### config.mk
export PLATFORM = sky130hd
export DESIGN_NAME = wr_pps_monitor
export DESIGN_NICKNAME = d
export VERILOG_FILES = /design/src/rtl/wr_pps_monitor.sv
export SDC_FILE = /design/constraint.sdc
export NUM_CORES = 1
export LEC_CHECK = 0
export ABC_AREA = 1
export BUFFER_PORTS_ARGS = -buffer_cell sky130_fd_sc_hd__buf_2
export CAP_MARGIN = 20
export CORE_UTILIZATION = 29
export CTS_BUF_LIST = sky130_fd_sc_hd__clkbuf_4
export CTS_CLUSTER_SIZE = 30
export DETAILED_ROUTE_END_ITERATION = 6
export PLACE_DENSITY = 0.56
export SYNTH_ARGS = -nofsm -noshare
export SYNTH_HDL_FRONTEND = slang
export SYNTH_SLANG_ARGS = --single-unit
### constraint.sdc
create_clock -name clk_sys_i -period 5.3 [get_ports clk_sys_i]
set_input_delay 0.265 -clock clk_sys_i [delete_from_list [all_inputs] [get_ports clk_sys_i]]
set_output_delay 0.265 -clock clk_sys_i [all_outputs]
set_load 0.1 [all_outputs]
### src/rtl/wr_pps_monitor.sv
// PPS stability monitor: measures the PPS period, checks TAI continuity, tracks lock
// and fires a one-cycle trigger at an armed TAI second once the PPS is locked.
module wr_pps_monitor #(
  parameter int G_CLK_FREQ   = 62500000,
  parameter int G_TOL        = 2,
  parameter int G_LOCK_COUNT = 4
) (
  input  logic        clk_sys_i,
  input  logic        reset_i,
  input  logic        pps_i,
  input  logic [9:0]  tm_tai_i,
  input  logic        arm_i,
  input  logic [9:0]  arm_tai_i,
  input  logic        clr_i,
  output logic        trig_o,
  output logic        armed_o,
  output logic        locked_o,
  output logic [31:0] period_o,
  output logic [15:0] missing_cnt_o,
  output logic [15:0] period_err_cnt_o,
  output logic [15:0] tai_err_cnt_o
);

  localparam int               RUN_W   = $clog2(G_LOCK_COUNT + 1);
  localparam logic [RUN_W-1:0] LOCK_N  = RUN_W'(G_LOCK_COUNT);
  localparam logic [31:0]      PER_MIN = 32'(G_CLK_FREQ - G_TOL);
  localparam logic [31:0]      PER_MAX = 32'(G_CLK_FREQ + G_TOL);
  localparam logic [31:0]      MISS_AT = 32'(G_CLK_FREQ + G_TOL + 1);

  typedef enum logic [1:0] {ACQUIRE, TRACK, LOCKED} state_t;

  function automatic logic [15:0] sat_inc16(input logic [15:0] v);
    return (v == 16'hFFFF) ? v : v + 16'd1;
  endfunction

  function automatic logic [31:0] sat_inc32(input logic [31:0] v);
    return (v == 32'hFFFF_FFFF) ? v : v + 32'd1;
  endfunction

  state_t           state;
  logic             pps_p1;
  logic             pps_p2;
  logic [9:0]       tai_p1;
  logic [31:0]      cycle_cnt;
  logic [RUN_W-1:0] good_run;
  logic [9:0]       last_tai;
  logic [9:0]       target;

  logic             vld_p1;
  logic             tracking;
  logic             per_bad;
  logic             tai_bad;
  logic             edge_err;
  logic             miss_evt;
  logic             fire;
  logic [RUN_W-1:0] run_next;

  // Stage p1 -> edge decision: all checks are evaluated against the edge-cycle view
  always_comb begin
    vld_p1   = pps_p1 & ~pps_p2;
    tracking = (state != ACQUIRE);
    per_bad  = (cycle_cnt < PER_MIN) || (cycle_cnt > PER_MAX);
    tai_bad  = (tai_p1 != last_tai + 10'd1);
    edge_err = per_bad || tai_bad;
    run_next = (good_run == LOCK_N) ? good_run : good_run + RUN_W'(1);
    miss_evt = tracking && !vld_p1 && (cycle_cnt == MISS_AT);
    // An arm request on the matching edge replaces the target instead of firing
    fire     = tracking && vld_p1 && !edge_err && (run_next == LOCK_N) &&
               armed_o && !arm_i && (tai_p1 == target);
  end

  // Stage p2 -> registered status
  always_ff @(posedge clk_sys_i) begin
    if (reset_i) begin
      state            <= ACQUIRE;
      pps_p1           <= 1'b0;
      pps_p2           <= 1'b0;
      tai_p1           <= '0;
      cycle_cnt        <= '0;
      good_run         <= '0;
      last_tai         <= '0;
      target           <= '0;
      trig_o           <= 1'b0;
      armed_o          <= 1'b0;
      locked_o         <= 1'b0;
      period_o         <= '0;
      missing_cnt_o    <= '0;
      period_err_cnt_o <= '0;
      tai_err_cnt_o    <= '0;
    end else begin
      pps_p1    <= pps_i;
      pps_p2    <= pps_p1;
      tai_p1    <= tm_tai_i;
      cycle_cnt <= vld_p1 ? 32'd1 : sat_inc32(cycle_cnt);
      trig_o    <= fire;

      if (arm_i) begin
        target  <= arm_tai_i;
        armed_o <= 1'b1;
      end else if (fire) begin
        armed_o <= 1'b0;
      end

      case (state)
        ACQUIRE: begin
          if (vld_p1) begin
            last_tai <= tai_p1;
            good_run <= '0;
            locked_o <= 1'b0;
            state    <= TRACK;
          end
        end
        TRACK, LOCKED: begin
          if (vld_p1) begin
            period_o <= cycle_cnt;
            last_tai <= tai_p1;
            if (edge_err) begin
              good_run <= '0;
              locked_o <= 1'b0;
              state    <= TRACK;
            end else begin
              good_run <= run_next;
              locked_o <= (run_next == LOCK_N);
              state    <= (run_next == LOCK_N) ? LOCKED : TRACK;
            end
          end else if (miss_evt) begin
            good_run <= '0;
            locked_o <= 1'b0;
            state    <= ACQUIRE;
          end
        end
        default: begin
          good_run <= '0;
          locked_o <= 1'b0;
          state    <= ACQUIRE;
        end
      endcase

      if (clr_i) begin
        missing_cnt_o    <= '0;
        period_err_cnt_o <= '0;
        tai_err_cnt_o    <= '0;
      end else begin
        if (miss_evt)
          missing_cnt_o <= sat_inc16(missing_cnt_o);
        if (tracking && vld_p1 && per_bad)
          period_err_cnt_o <= sat_inc16(period_err_cnt_o);
        if (tracking && vld_p1 && tai_bad)
          tai_err_cnt_o <= sat_inc16(tai_err_cnt_o);
      end
    end
  end

endmodule

==> results.sh, run 1 <==
export IMPL_r2r_start="locked_o"
export IMPL_p_leak_nw=3.87
export IMPL_fmax_mhz=431
export IMPL_cp_required_ps=5790
export IMPL_vdd_drop_max_uv=107
export IMPL_fill_cells=2986
export IMPL_dieArea_mm2=0.0286
export IMPL_chipHeight_um=169
export IMPL_portBuffers=107
export IMPL_cp_num_buf_inv=3
export IMPL_slew_headroom=0.404
export IMPL_clockBufferDepth=2
export IMPL_area_growth_pct=16.7
export IMPL_ys_flop_type="dfxtp_1"
export IMPL_core_area_mm2=0.0272
export IMPL_yosys_cell_types_count=46
export IMPL_die_w_um=169
export IMPL_root_buffer="clkbuf_4"
export IMPL_reg2reg_depth=9
export IMPL_dr_pass1_iters=5
export IMPL_hold_viol=0
export IMPL_io_pins=108
export IMPL_most_common_layout_cells="nand2_1, dfxtp_1, inv_1"
export IMPL_placed_area_mm2=0.00896
export IMPL_tightest_slew_ps=891
export IMPL_avgSynthCellArea_um2=6.88
export IMPL_cpMostUsedCell="nand2_1"
export IMPL_setup_tns_ps=0
export IMPL_final_common_cell="nand2_1"
export IMPL_cts_clk_slew_worst_paths_ps=150
export IMPL_crit_slowest_cell="inv_1"
export IMPL_vias=7776
export IMPL_grt_max_degree=38
export IMPL_cts_made_buffers=17
export IMPL_fin_ws_ps=2980
export IMPL_cp_slowest_stage_delay_ps=500
export IMPL_path_cells="inv_1 -> ha_1 -> nand2_1 -> inv_1 -> buf_4 -> nand2_1 -> nand2_1 -> nand2_1 -> a21oi_1"
export IMPL_seqCellArea_mm2=0.00302
export IMPL_layout_min_cycle_time_ps=2320
export IMPL_cts_max_level=4
export IMPL_startpoint="locked_o"
export IMPL_hp_class="primary input to flop"
export IMPL_totalWireLength_mm=22.8
export IMPL_endpoint_kind="flop"
export IMPL_detailedPlacementHpwl_mm=17.0
export IMPL_nets=1329
export IMPL_cp_depth=9
export IMPL_r2r_end="state[0]"
export IMPL_critPathTopFamily="buffers and inverters"
export IMPL_crit_fanout=37
export IMPL_clk_latency_ps=590
export IMPL_start_util=0.298
export IMPL_drc=0
export IMPL_rows=60
export IMPL_final_area_mm2=0.00944
export IMPL_crit_arrival_ps=2810
export IMPL_syn_num_nets=1211
export IMPL_rsz0062_at_grt="no"
export IMPL_grt_ovfl_total=0
export IMPL_powerDensity_mw_per_mm2=228
export IMPL_rrSetupSlack_ps=2980
export IMPL_syn_inst=1177
export IMPL_post_route_period_util=0.438
export IMPL_synth_area_mm2=0.00809
export IMPL_hp_start="arm_i"
export IMPL_antenna_found_initial=1
export IMPL_worstSetupPathType="flop to flop"
export IMPL_pre_cts_slack_ps=2290
export IMPL_start_kind="flop"
export IMPL_post_cts_setup_buffer_count=0
export IMPL_multi_input_area_mm2=0.00431
export IMPL_synth_seq_cells=151
export IMPL_cts_tree="yes"
export IMPL_ant_nets=0
export IMPL_wl_per_cell_um=13.6
export IMPL_fin_skew_ps=43.0
export IMPL_drive_above_1_share=0.155
export IMPL_ys_seq_area_frac=0.374
export IMPL_crit_end="state[0]"
export IMPL_grt_pass1_vias=7568
export IMPL_synth_warnings=0
export IMPL_synth_edf_count=0
export IMPL_final_max_slew_viol_count=0
export IMPL_outcome="finished clean"
export IMPL_setup_violations=0
export IMPL_clkSinkCount=151
export IMPL_track_usage=0.165
export IMPL_max_cap_violations=0
export IMPL_place_gp_congestion=0.927
export IMPL_viasPerCell=4.62
export IMPL_place_inst=1627
export IMPL_finalNonFillerCells=1683
export IMPL_grt_pass1_wl_mm=37.7
export IMPL_drt_initial_drc_count=576
export IMPL_synthArstFlopShare=0
[power by group]
group | switching (mW) | internal [mW]
combinational | 0.176 | 0.0651
sequential | 0.0225 | 1.16
clock | 0.510 | 0.216
[through the flow]
| step | util | power [mW] | hold slack [ps] |
|---|---|---|---|
| floorplan | - | 1.39 | 372 |
| global placement | 0.330 | 1.44 | 459 |
| detailed placement | 0.330 | 1.44 | 468 |
| CTS | 0.347 | 2.19 | 29.4 |
| global route | 0.347 | 2.26 | 63.7 |
| finish | 0.347 | 2.15 | 86.6 |
[cells by family after synthesis]
logic type,Yosys count,share of synthesized area
AND/OR/NAND/NOR,574,0.327
buffers and inverters,189,0.0938
AO/OA/AOI/OAI,195,0.128
flip-flops,151,0.374
adder cells (fa/ha/maj),9,0.0139
XOR/XNOR,59,0.0639
[routing by layer]
metal,GRT usage,part of all wire,wire (µm)
met5,0,0,0
met4,0.0490,0.014,314
met3,0.0283,0.035,808
met2,0.284,0.48,10900
met1,0.210,0.47,10800
[final cells by class]
type,count,share of cell area
flip-flops and latches,151,0.320
well taps,372,0.0493
inverters,156,0.0627
clock inverters,14,0.0139
repair buffers,132,0.0822
multi-input cells,837,0.457
diodes,3,0.000795
clock buffers,18,0.0143
[cells in the mapped netlist, types with 2 or more instances]
library cell	instances	area share
nor3_2	6	0.0074
inv_2	6	0.0028
nand3_1	76	0.047
xnor2_1	12	0.013
o22ai_1	2	0.0015
dfxtp_1	151	0.37
inv_1	146	0.068
or2_2	2	0.0015
buf_6	2	0.0028
nand4_4	2	0.0053
buf_2	5	0.0031
nor4_1	14	0.011
nand3_4	2	0.0043
a21oi_1	95	0.059
ha_1	9	0.014
o21ai_1	9	0.0056
clkinv_1	2	0.00093
nand2_1	250	0.12
a21oi_2	10	0.011
nor3_1	35	0.022
nand3_2	3	0.0037
nand2_2	7	0.0054
nor2_1	129	0.060
nand4_1	24	0.019
buf_8	2	0.0037
clkbuf_1	24	0.011
nor2_2	12	0.0093
o21ai_0	72	0.045
a31oi_1	2	0.0015
xor2_1	47	0.051
nor2_4	4	0.0056
[worst register-to-register path: stages, from the launching register on]
cell and delay [ps]:
dfxtp_1 380, inv_1 60, ha_1 290, nand2_1 260, inv_1 510, buf_4 440, nand2_1 110, nand2_1 70
nand2_1 40, a21oi_1 110
[state kept, by name (all words and copies together), names as in the netlist]
signal	flops
state	1
cycle_cnt	32
last_tai	10
period_o	32
good_run	3
missing_cnt_o	16
trig_o	1
tai_err_cnt_o	16
period_err_cnt_o	16
target	10
pps_p1	1
locked_o	1
tai_p1	10
pps_p2	1
armed_o	1
[timing repair]
action / CTS / global route
hold buffers: 21 / 0
resized for setup: 0 / 0
setup endpoints to repair: 0 / 0
hold endpoints to repair: 21 / 0
[worst min-delay path by stage]
stage / endpoint / slack [ps] / cells past startpoint
after floorplan: pps_p1 / 370 / 2
after global placement: last_tai[9] / 460 / 2
after detailed placement: last_tai[9] / 470 / 2
after CTS: target[0] / 30 / 3
after global routing: target[0] / 60 / 3
final: target[0] / 90 / 3
No activity file was read; power rests on OpenSTA's default activity.
==> run 2, diff against run 1 <==
--- a/config.mk
+++ b/config.mk
@@ -5,14 +5,14 @@
 export SDC_FILE = /design/constraint.sdc
 export NUM_CORES = 1
 export LEC_CHECK = 0
-export ABC_AREA = 1
+export ABC_AREA = 0
 export BUFFER_PORTS_ARGS = -buffer_cell sky130_fd_sc_hd__buf_2
 export CAP_MARGIN = 20
 export CORE_UTILIZATION = 29
 export CTS_BUF_LIST = sky130_fd_sc_hd__clkbuf_4
 export CTS_CLUSTER_SIZE = 30
 export DETAILED_ROUTE_END_ITERATION = 6
-export PLACE_DENSITY = 0.56
+export PLACE_DENSITY = 0.58
 export SYNTH_ARGS = -nofsm -noshare
 export SYNTH_HDL_FRONTEND = slang
 export SYNTH_SLANG_ARGS = --single-unit
==> constraint.sdc (replaced) <==
create_clock -name clk_sys_i -period 1.95 [get_ports clk_sys_i]
set_input_delay 0.0975 -clock clk_sys_i [delete_from_list [all_inputs] [get_ports clk_sys_i]]
set_output_delay 0.0975 -clock clk_sys_i [all_outputs]
set_load 0.1 [all_outputs]
==> run 2 against run 1 <==
Compared with the run above:
- the run now ends with setup timing left
- largest power group unchanged
- critical path depth shrank 1
- final cell count shrank 14%
- sequential power grew to 2.7 times the previous value
- synthesized area shrank 12%
- power grew to 2.6 times the previous value
- critical endpoint is now trig_o
==> results.sh, run 2 <==
export IMPL_clk_latency_ps=590
export IMPL_drive_above_1_share=0.391
export IMPL_grt_pass1_vias=6553
export IMPL_chipHeight_um=158
export IMPL_swShare=0.290
export IMPL_yosys_area_top_type="dfxtp_1"
export IMPL_power_mw=5.68
export IMPL_core_area_mm2=0.0238
export IMPL_viasPerCell=4.79
export IMPL_root_buffer="clkbuf_4"
export IMPL_post_route_util=0.440
export IMPL_dieArea_mm2=0.0251
export IMPL_fmax_mhz=401
export IMPL_tightest_slew_ps=949
export IMPL_cp_required_ps=2480
export IMPL_ys_seq_area_frac=0.426
export IMPL_powerDensity_mw_per_mm2=544
export IMPL_synth_most_common_cell="dfxtp_1"
export IMPL_internal_power_mw=4.03
export IMPL_die_w_um=158
export IMPL_ys_flop_type="dfxtp_1"
export IMPL_detailedPlacementHpwl_mm=13.7
export IMPL_reg_top3="cycle_cnt x32, period_o x32"
export IMPL_rows=56
export IMPL_synthTopCellsByArea="dfxtp_1, nand2_1, xor2_1"
export IMPL_endpoint_kind="flop"
export IMPL_synth_area_mm2=0.00709
export IMPL_fill_cells=2345
export IMPL_vdd_drop_max_uv=350
export IMPL_grt_ovfl_total=0
export IMPL_worstSetupPathType="flop to flop"
export IMPL_critPathTopFamily="simple AND/OR/NAND/NOR gates"
export IMPL_clockBufferDepth=2
export IMPL_start_kind="flop"
export IMPL_synth_edf_count=0
export IMPL_rsz0062_at_grt="yes"
export IMPL_area_growth_pct=47.3
export IMPL_drt_initial_drc_count=354
export IMPL_setup_violations=84
export IMPL_cts_clk_slew_worst_paths_ps=140
export IMPL_most_common_layout_cells="buf_4, nand2_1, buf_2"
export IMPL_use_met2=0.258
export IMPL_syn_num_nets=892
export IMPL_cp_slowest_stage_delay_ps=510
export IMPL_io_pins=108
export IMPL_fin_skew_ps=27.8
export IMPL_synth_common_cells="dfxtp_1, nand2_1, nor2_1, a21oi_1, nand3_1"
export IMPL_crit_fanout=5
export IMPL_synthArstFlopShare=0
export IMPL_grt_pass1_wl_mm=32.4
export IMPL_crit_arrival_ps=3020
export IMPL_max_cap_violations=0
export IMPL_outcome="finished with violations"
export IMPL_cp_num_buf_inv=1
export IMPL_path_cells="or4_4 -> or4_4 -> buf_6 -> nor4_4 -> o21ai_4 -> nor4_4 -> and3_4 -> and3b_1"
export IMPL_crit_slowest_cell="or4_4"
export IMPL_syn_inst=858
export IMPL_avgSynthCellArea_um2=8.27
export IMPL_drc=0
export IMPL_hp_class="primary input to flop"
export IMPL_fin_ws_ps=-543
export IMPL_dr_pass1_iters=4
export IMPL_slew_headroom=0.367
export IMPL_totalWireLength_mm=20.3
export IMPL_nets=1156
export IMPL_wl_per_cell_um=14.0
export IMPL_antenna_found_initial=1
export IMPL_synth_warnings=0
export IMPL_place_gp_congestion=0.773
export IMPL_layout_min_cycle_time_ps=2490
export IMPL_synth_seq_cells=151
export IMPL_start_util=0.299
export IMPL_switchingPower_mw=1.65
export IMPL_hold_ws_ps=257
export IMPL_grt_busiest_layer="met2"
export IMPL_final_common_cell="buf_4"
export IMPL_post_route_period_util=1.28
export IMPL_cts_tree="yes"
export IMPL_hold_viol=0
export IMPL_vias=6963
export IMPL_power_share_clock=0.355
export IMPL_track_usage=0.163
export IMPL_cts_max_level=4
export IMPL_cts_made_buffers=17
export IMPL_ant_nets=0
export IMPL_yosys_cell_types_count=60
export IMPL_final_max_slew_viol_count=0
export IMPL_p_seq_frac=0.555
export IMPL_portBuffers=107
export IMPL_grt_met3_usage=0.0365
export IMPL_comb_power_share=0.090
export IMPL_yosysTopAreaCellShare=0.426
export IMPL_grt_max_degree=52
export IMPL_p_leak_nw=4.21
export IMPL_violations="setup timing"
export IMPL_gr_usage_met1=0.220
export IMPL_clkSinkCount=151
run 2: per-layer routing:
metal	vias up	wire length, µm
li1	3549	-
met4	0	234
met5	-	0
met1	3287	10100
met3	19	622
met2	108	9380
run 2: final timing paths:
path,from,end,slack (ps),depth (start not counted)
min reg2reg,period_o[1],period_o[1],460,2
min,tm_tai_i[0],tai_p1[0],260,3
max,cycle_cnt[31],trig_o,-540,8
max reg2reg,cycle_cnt[31],trig_o,-540,8
run 2: tightest hold or removal path, cell delays in order:
cell and delay, ps:
dlygate4sd3_1 510, buf_2 90, nor2b_1 100
run 2: kinds of logic after synthesis:
family | count (synthesis) | share of synthesized area
and+or+nand+nor | 408 | 0.294
AOI/OAI and AO/OA | 139 | 0.116
DFF | 151 | 0.426
xor gates and xnor gates | 70 | 0.0864
muxes | 19 | 0.0268
adders and majority gates | 9 | 0.0159
buffers and inverters | 62 | 0.0344
run 2: area by class of cell:
type,count,area (µm²),share of cell area
Antenna cell,1,2.50,0.000240
Sequential cell,151,3120,0.299
Inverter,15,56.3,0.00539
Timing Repair Buffer,290,2130,0.204
Tap cell,319,399,0.0382
Clock buffer,17,128,0.0122
Multi-Input combinational cell,647,4450,0.426
Clock inverter,15,154,0.0147
run 2: timing repair:
action / in CTS / in global routing
setup buffers: 9 / 18
gates cloned: 3 / 2
hold buffers: 35 / 0
resized for setup: 43 / 68
pin swaps: 22 / 71
endpoints found under the setup margin: 86 / 85
hold endpoints to repair: 27 / 0
run 2: through the flow:
step | setup WS [ps] | setup TNS [ps] | std cells | instance area, µm²
after global placement | -527 | -25840 | 1361 | 9110
final | -543 | -28560 | 1455 | 10400
after detailed placement | -578 | -27720 | 1361 | 9110
after global routing | -674 | -38090 | 1455 | 10400
after CTS | -540 | -24950 | 1440 | 10000
after floorplan | -404 | -17760 | 858 | 7480
run 2: power by group through the flow:
stage / registers (mW) / clock network [mW] / logic, mW
after floorplan: 3.24 / 0 / 0.237
after global placement: 3.22 / 0 / 0.404
after detailed placement: 3.22 / 0 / 0.409
after CTS: 3.16 / 2.10 / 0.497
after global routing: 3.16 / 2.23 / 0.561
final: 3.16 / 2.02 / 0.509
==> run 3, diff against run 2 <==
--- a/config.mk
+++ b/config.mk
@@ -8,11 +8,13 @@
 export ABC_AREA = 0
 export BUFFER_PORTS_ARGS = -buffer_cell sky130_fd_sc_hd__buf_2
 export CAP_MARGIN = 20
+export CELL_PAD_IN_SITES_DETAIL_PLACEMENT = 1
+export CELL_PAD_IN_SITES_GLOBAL_PLACEMENT = 1
 export CORE_UTILIZATION = 29
 export CTS_BUF_LIST = sky130_fd_sc_hd__clkbuf_4
 export CTS_CLUSTER_SIZE = 30
 export DETAILED_ROUTE_END_ITERATION = 6
-export PLACE_DENSITY = 0.58
+export PLACE_DENSITY = 0.7
 export SYNTH_ARGS = -nofsm -noshare
 export SYNTH_HDL_FRONTEND = slang
 export SYNTH_SLANG_ARGS = --single-unit
==> run 3 against run 2 <==
Compared with the run above:
- the flow still finishes with violations (setup timing)
- final cell count increased by 0.55%
- critical path depth rose by 1
- clock-buffer cell count up 3
- critical endpoint unchanged
- fmax shrank 0.98%
- clock power grew 11%
==> results.sh, run 3 (synthesis results as in run 2) <==
export IMPL_ant_nets=0
export IMPL_crit_arrival_ps=3010
export IMPL_cts_clk_slew_worst_paths_ps=130
export IMPL_cts_max_level=4
export IMPL_hold_viol=0
export IMPL_final_max_slew_viol_count=0
export IMPL_tightest_slew_ps=781
export IMPL_clk_latency_ps=550
export IMPL_reg_top3="cycle_cnt x32, period_o x32"
export IMPL_start_kind="flop"
export IMPL_setup_violations=87
export IMPL_pre_cts_slack_ps=-589
export IMPL_crit_fanout=3
export IMPL_cp_required_ps=2440
export IMPL_grt_max_degree=45
export IMPL_slew_headroom=0.477
export IMPL_dieArea_mm2=0.0251
export IMPL_grt_pass1_vias=7234
export IMPL_fin_skew_ps=23.4
export IMPL_grt_pass1_wl_mm=36.2
export IMPL_most_common_layout_cells="buf_4, nand2_1, buf_2"
export IMPL_endpoint_kind="flop"
export IMPL_outcome="finished with violations"
export IMPL_die_w_um=158
export IMPL_cts_made_buffers=17
export IMPL_detailedPlacementHpwl_mm=15.9
export IMPL_nets=1164
export IMPL_max_cap_violations=0
export IMPL_area_growth_pct=47.5
export IMPL_wl_per_cell_um=15.7
export IMPL_final_common_cell="buf_4"
export IMPL_hp_class="primary input to flop"
export IMPL_portBuffers=107
export IMPL_drt_initial_drc_count=280
export IMPL_drc=0
export IMPL_fmax_mhz=397
export IMPL_start_util=0.299
export IMPL_vias=7269
export IMPL_violations="setup timing"
export IMPL_seqCellArea_mm2=0.00311
export IMPL_powerDensity_mw_per_mm2=567
export IMPL_fin_ws_ps=-568
export IMPL_post_route_util=0.441
export IMPL_rows=56
export IMPL_vdd_drop_max_uv=269
export IMPL_clkSinkCount=151
export IMPL_post_route_period_util=1.29
export IMPL_totalWireLength_mm=23.0
export IMPL_antenna_found_initial=1
export IMPL_core_area_mm2=0.0238
export IMPL_multi_input_area_mm2=0.00438
export IMPL_track_usage=0.181
export IMPL_rsz0062_at_grt="yes"
export IMPL_io_pins=108
export IMPL_grt_ovfl_total=0
export IMPL_dr_pass1_iters=4
export IMPL_fill_cells=2840
export IMPL_place_gp_congestion=0.798
export IMPL_cts_tree="yes"
export IMPL_p_leak_nw=4.32
export IMPL_hold_ws_ps=293
export IMPL_clockBufferDepth=2
export IMPL_viasPerCell=4.97
export IMPL_chipHeight_um=158
export IMPL_layout_min_cycle_time_ps=2520
export IMPL_root_buffer="clkbuf_4"
export IMPL_drive_above_1_share=0.386
export IMPL_worstSetupPathType="flop to flop"
run 3: changes by cell type in the layout (fill, tap and decap cells not counted), moves of 6 or more:
cell / previous run / this run
dfxtp_1: 90 / 96
buf_4: 122 / 143
buf_6: 22 / 12
inv_6: 9 / 1
run 3: final timing paths:
check | cells past startpoint | start | slack (ps) | end
worst max-delay path | 9 | cycle_cnt[31] | -570 | trig_o
worst min-delay path | 3 | tm_tai_i[6] | 290 | tai_p1[6]
worst max register to register | 9 | cycle_cnt[31] | -570 | trig_o
worst min register to register | 2 | period_o[7] | 460 | period_o[7]
run 3: critical path, cell delays in order (launching register included):
cell and delay, ps:
dfxtp_2 340, or4_1 510, or4_4 480, buf_6 150, nor4_4 210, o21ai_4 120
nor4_4 160, buf_4 150, and3_4 180, and3b_1 150
run 3: power breakdown:
| group | internal (mW) | switching [mW] | total (mW) |
|---|---|---|---|
| sequential | 3.12 | 0.0393 | 3.16 |
| combinational | 0.228 | 0.295 | 0.522 |
| clock | 1.06 | 1.19 | 2.25 |
| total | 4.41 | 1.52 | 5.93 |
run 3: layout make-up:
cell class	instances	share of cell area
antenna	1	0.000239
multi-input combinational	646	0.419
sequential	151	0.297
tap	319	0.0381
clock buffer	20	0.0143
clock inverter	12	0.0167
timing repair buffer	299	0.209
inverter	15	0.00538
run 3: stage by stage:
step | power, mW | TNS, ps | instance area (µm²) | cells
finish | 5.93 | -31590 | 10500 | 1463
global placement | 3.64 | -27640 | 9280 | 1381
CTS | 5.99 | -28370 | 10100 | 1453
global route | 6.21 | -40520 | 10500 | 1463
detailed placement | 3.66 | -33660 | 9280 | 1381
floorplan | 3.47 | -17760 | 7480 | 858
run 3: repair_timing:
| item | in CTS | in global routing |
|---|---|---|
| endpoints found under the setup margin | 87 | 87 |
| gates resized for setup | 26 | 54 |
| gates cloned | 1 | 4 |
| hold buffers | 30 | 0 |
| pin swaps | 16 | 55 |
| setup buffers | 9 | 5 |
| hold endpoints to repair | 32 | 0 |
run 3: layer usage:
layer	track usage	vias up	part of all wire	wire length, µm
met3	0.0269	18	0.026	607
met4	0.0554	0	0.012	270
met2	0.315	117	0.49	11200
met5	0	-	0	0
li1	-	3557	-	-
met1	0.229	3577	0.47	10900
